===== src/rtl/fir_interp_feeder.sv =====
// Zero-stuffing feeder for an interpolating FIR: buffers upstream samples and emits
// one real sample per L-cycle frame (zeros elsewhere), with a drain-and-pad flush.
module fir_interp_feeder #(
  parameter int WIDTH = 16,
  parameter int N     = 4,
  parameter int L     = 4,
  parameter int DEPTH = 8,
  localparam int PW   = $clog2(L),
  localparam int AW   = $clog2(DEPTH),
  localparam int CW   = $clog2(DEPTH) + 1,
  localparam int PADW = $clog2(N * L)
) (
  input  logic             clk,
  input  logic             rst,
  input  logic [WIDTH-1:0] in_data,
  input  logic             in_valid,
  output logic             in_ready,
  input  logic             flush,
  output logic [WIDTH-1:0] Xn,
  output logic             xn_valid,
  output logic [PW-1:0]    phase,
  output logic             starve,
  output logic             flush_done,
  output logic [CW-1:0]    count,
  output logic [1:0]       dbg_state
);

  typedef enum logic [1:0] {S_RUN, S_DRAIN, S_PAD, S_DONE} state_t;

  state_t            state_q, state_d;
  logic [PADW-1:0]   pad_q, pad_d;
  logic [PW-1:0]     ph;
  logic [AW-1:0]     wr_ptr, rd_ptr;
  logic [WIDTH-1:0]  mem [DEPTH];
  logic              push, pop;

  // Handshake: a sample transfers on a rising edge where in_valid && in_ready;
  // in_ready depends only on registered state/count, never on in_valid.
  assign in_ready   = (state_q == S_RUN) && (count < CW'(DEPTH));
  assign push       = in_valid && in_ready;
  assign pop        = (ph == '0) && (count != '0) &&
                      ((state_q == S_RUN) || (state_q == S_DRAIN));
  assign flush_done = (state_q == S_DONE);
  assign dbg_state  = state_q;

  always_comb begin
    state_d = state_q;
    pad_d   = pad_q;
    case (state_q)
      S_RUN:   if (flush) state_d = S_DRAIN;
      S_DRAIN: if (count == '0) begin
                 state_d = S_PAD;
                 pad_d   = PADW'(N * L - 1);
               end
      S_PAD:   if (pad_q == '0) state_d = S_DONE;
               else             pad_d   = pad_q - 1'b1;
      S_DONE:  state_d = S_RUN;
      default: state_d = S_RUN;
    endcase
  end

  always_ff @(posedge clk or posedge rst) begin
    if (rst) begin
      state_q <= S_RUN;
      pad_q   <= '0;
    end else begin
      state_q <= state_d;
      pad_q   <= pad_d;
    end
  end

  // Storage has no reset; pointers and count define validity.
  always_ff @(posedge clk) begin
    if (push) mem[wr_ptr] <= in_data;
  end

  always_ff @(posedge clk or posedge rst) begin
    if (rst) begin
      wr_ptr <= '0;
      rd_ptr <= '0;
      count  <= '0;
    end else begin
      if (push) wr_ptr <= wr_ptr + 1'b1;
      if (pop)  rd_ptr <= rd_ptr + 1'b1;
      case ({push, pop})
        2'b10:   count <= count + 1'b1;
        2'b01:   count <= count - 1'b1;
        default: count <= count;
      endcase
    end
  end

  // Frame slot counter free-runs in every state so flush never realigns frames.
  always_ff @(posedge clk or posedge rst) begin
    if (rst) begin
      ph       <= '0;
      phase    <= '0;
      Xn       <= '0;
      xn_valid <= 1'b0;
      starve   <= 1'b0;
    end else begin
      ph       <= (ph == PW'(L - 1)) ? '0 : ph + 1'b1;
      phase    <= ph;
      Xn       <= pop ? mem[rd_ptr] : '0;
      xn_valid <= pop;
      starve   <= (ph == '0) && (count == '0) && (state_q == S_RUN);
    end
  end

endmodule


===== config.mk =====
export PLATFORM = sky130hd
export DESIGN_NAME = fir_interp_feeder
export DESIGN_NICKNAME = d
export VERILOG_FILES = /design/src/rtl/fir_interp_feeder.sv
export SDC_FILE = /design/constraint.sdc
export NUM_CORES = 1
export LEC_CHECK = 0
export CAP_MARGIN = 20
export CELL_PAD_IN_SITES_DETAIL_PLACEMENT = 1
export CELL_PAD_IN_SITES_GLOBAL_PLACEMENT = 2
export CORE_MARGIN = 2
export CORE_UTILIZATION = 48
export CTS_CLUSTER_DIAMETER = 100
export DETAILED_ROUTE_END_ITERATION = 8
export GPL_ROUTABILITY_DRIVEN = 0
export GPL_TIMING_DRIVEN = 0
export MAX_ROUTING_LAYER = met4
export PLACE_DENSITY_LB_ADDON = 0.1
export REMOVE_ABC_BUFFERS = 1
export SYNTH_ARGS = -nofsm -noshare
export SYNTH_HDL_FRONTEND = slang
export SYNTH_SLANG_ARGS = --single-unit

===== constraint.sdc =====
create_clock -name clk -period 7.2 [get_ports clk]
set_input_delay 1.08 -clock clk [delete_from_list [all_inputs] [get_ports clk]]
set_output_delay 1.08 -clock clk [all_outputs]
set_load 0.01 [all_outputs]

==> impl_metrics.env <==
export IMPL_run_status="complete, no violations"
export IMPL_syn_to_final_growth_pct=21.7
export IMPL_hp_start="ph[1]"
export IMPL_path_clk_slew_ns=0.06
export IMPL_end_kind="flop"
export IMPL_max_slew_margin_pct=33.9
export IMPL_setup_viol=0
export IMPL_io_buffers=47
export IMPL_synth_avg_cell_area_um2=19.3
export IMPL_clockPowerShare_pct=30.1
export IMPL_slowest_stage="or2_1"
export IMPL_ant_nets=0
export IMPL_clock_latency_ns=0.42
export IMPL_drc=0
export IMPL_p_switching_mw=0.790
export IMPL_synth_area_um2=6510
export IMPL_io_pins=48
export IMPL_path_class="reg2reg"
export IMPL_vias=3193
export IMPL_reg2reg_slack_ns=4.01
export IMPL_cts_resized=0
export IMPL_p_leak_nw=2.81
export IMPL_cts_made_buffers=17
export IMPL_cts_hold_fix_buffers=0
export IMPL_final_hold_violation_count=0
export IMPL_seq_power_share_pct=44.7
export IMPL_worstPathCellList="inv_1 -> ha_1 -> o21ai_0 -> or2_1 -> inv_2 -> ha_1 -> xor2_1 -> ha_1 -> a21oi_1 -> xor2_1 -> nor2_1 -> xor2_1"
export IMPL_r2r_start="dbg_state[1]"
export IMPL_synth_edf_count=128
export IMPL_die_y_um=120
export IMPL_cts_root_buf="clkbuf_16"
export IMPL_wl_per_cell_um=21.2
export IMPL_netlist_instances=337
export IMPL_first_iter_violations=221
export IMPL_clock_sinks=166
export IMPL_avgViaCountPerCell=5.40
export IMPL_fp_dieW_um=120
export IMPL_synth_cell_type_count=42
export IMPL_p_per_area_nw_per_um2=360
export IMPL_worstRegToRegCells=12
export IMPL_cts_max_path_buffers=2
export IMPL_dieArea_um2=14500
export IMPL_min_to="phase[1]"
export IMPL_hpwlAfterDp_um=7870
export IMPL_critPathMaxStageDelay_ns=0.77
export IMPL_synth_top_area_share_pct=59.0
export IMPL_antenna_found_initial=0
export IMPL_num_rows=42
export IMPL_critPathMaxFanout=19
export IMPL_synth_common_cells="edfxtp_1 (128), dfrtp_1 (38), mux4_2 (30)"
export IMPL_fillCellCount=1183
export IMPL_fin_crit_sh_pct=44.3
export IMPL_initial_core_util_pct=49.2
export IMPL_dp_cells=559
export IMPL_synth_most_common_cell="edfxtp_1"
export IMPL_min_path_cells=0
export IMPL_grt_pass1_vias=3365
export IMPL_layout_min_cycle_time_ns=3.19
export IMPL_core_um2=13200
export IMPL_setup_tns_final_ns=0
export IMPL_p_int_mw=2.06
export IMPL_placed_area_um2=7370
export IMPL_arrival_ns=3.48
export IMPL_hold_path_class="reg2reg"
export IMPL_p_comb_share_pct=25.2
export IMPL_path_delay_family="simple AND/OR/NAND/NOR gates"
export IMPL_cts_tree="done"
export IMPL_postCtsSetupRepairBufs=0
export IMPL_fin_nets=435
export IMPL_final_core_util_pct=59.8
export IMPL_synth_warnings=0
export IMPL_ys_top_cells_by_area="edfxtp_1 (59%), dfrtp_1 (15%), mux4_2 (10%)"
export IMPL_worst_pin_slew_ns=0.986
export IMPL_switching_share_pct=27.7
export IMPL_synth_seq_cells=166
export IMPL_maxCapViolCount=0
export IMPL_grt_max_degree=35
export IMPL_reg2reg_to="count[2]"
export IMPL_dr_pass1_iters=6
export IMPL_synth_main_ff_cell="edfxtp_1"
export IMPL_rsz0062_at_grt="false"
export IMPL_wirelength_um=12500
export IMPL_diodes=0
export IMPL_max_freq_mhz=314
export IMPL_power_mw=2.85
export IMPL_worstPathRequired_ns=7.50
export IMPL_grt_first_pass_wirelength_um=19500
export IMPL_worst_setup_path_start_kind="flop"
export IMPL_grt_use_total_pct=19.7
export IMPL_stdcell_area_um2=7930
export IMPL_ys_seq_area_share_pct=73.6
export IMPL_final_setup_skew_ns=0.00786
export IMPL_final_cells=591
export IMPL_drive_gt1_share_pct=20.5
export IMPL_cp_buffers_inverters=2
export IMPL_yosysTopAreaCell="edfxtp_1"
export IMPL_report_final_slew_viol_count=0
export IMPL_vdd_drop_max_mv=0.298
export IMPL_grt_overflow_total=0
export IMPL_cts_htree_levels=4
export IMPL_synthArstFlopShare_pct=22.9
-- logic make-up (layout without fill, tap and decap cells) --
family                     after synthesis  count (layout)  synth area share [%]
buffers and inverters                   24             102                  2.21
and+or+nand+nor                         58              58                  4.30
adders and majority gates               13              13                  2.50
AOI/OAI and AO/OA                       16              16                  1.98
xor gates and xnor gates                 8               8                  1.08
muxes                                   52              52                  14.3
DFF                                    166             166                  73.6
-- how the worst max path moves through the flow --
stage | start | end | slack (ns) | cells past startpoint
floorplan | in_valid | mem[0][0] | 4.27 | 3
global placement | in_valid | mem[0][5] | 2.52 | 4
detailed placement | in_valid | mem[1][3] | 3.86 | 5
CTS | dbg_state[1] | count[2] | 3.91 | 12
global route | dbg_state[1] | count[2] | 3.70 | 12
finish | dbg_state[1] | count[2] | 4.01 | 12
-- stage by stage --
step / hold WS (ns) / setup slack (ns)
2_1_floorplan: 0.378 / 4.27
3_3_place_gp: 0.390 / 2.52
3_5_place_dp: 0.407 / 3.86
4_1_cts: 0.422 / 3.91
5_1_grt: 0.444 / 3.70
6_report: 0.426 / 4.01
-- power by group through the flow --
stage	registers, mW	clock network, mW	logic [mW]
final	1.28	0.858	0.718
after global routing	1.30	0.907	0.786
after CTS	1.28	0.876	0.733
after detailed placement	1.30	0	0.729
after global placement	1.35	0	0.623
after floorplan	1.32	0	0.403
-- sequential cells by signal, indices dropped and copies added (netlist names) --
| signal | count |
|---|---|
| xn_valid | 1 |
| pad_q | 4 |
| count | 4 |
| mem | 128 |
| phase | 2 |
| wr_ptr | 3 |
| Xn | 16 |
| rd_ptr | 3 |
| ph | 2 |
| starve | 1 |
| dbg_state | 2 |
-- routing by layer --
metal / vias up / wire, µm / track usage [%]
li1: 1433 / - / -
met2: 59 / 6640 / 32.3
met1: 1688 / 5360 / 23.8
met4: 0 / 146 / 6.40
met3: 13 / 361 / 5.80
met5: - / 0 / -
-- area by class of cell --
class                           count  area, µm²  share of cell area (%)
Sequential cell                   166       4800                    60.5
Tap cell                          176        220                    2.78
Clock inverter                     10        110                    1.39
Clock buffer                       22        444                    5.60
Timing Repair Buffer               59        712                    8.98
Inverter                           11       41.3                   0.521
Multi-Input combinational cell    147       1600                    20.2
-- layout by cell type, fill, tap and decap left out, types with 5 or more instances in the layout --
cell type	netlist	final
dfrtp_1	38	36
edfxtp_1	128	128
mux4_2	30	30
buf_16	0	5
clkdlybuf4s50_1	0	47
ha_1	13	13
clkbuf_16	0	17
nor2_1	25	19
clkbuf_1	2	5
nand2_1	14	14
nor2_2	1	7
inv_1	10	9
mux2i_1	16	16
(Power assumes the default switching activity.)
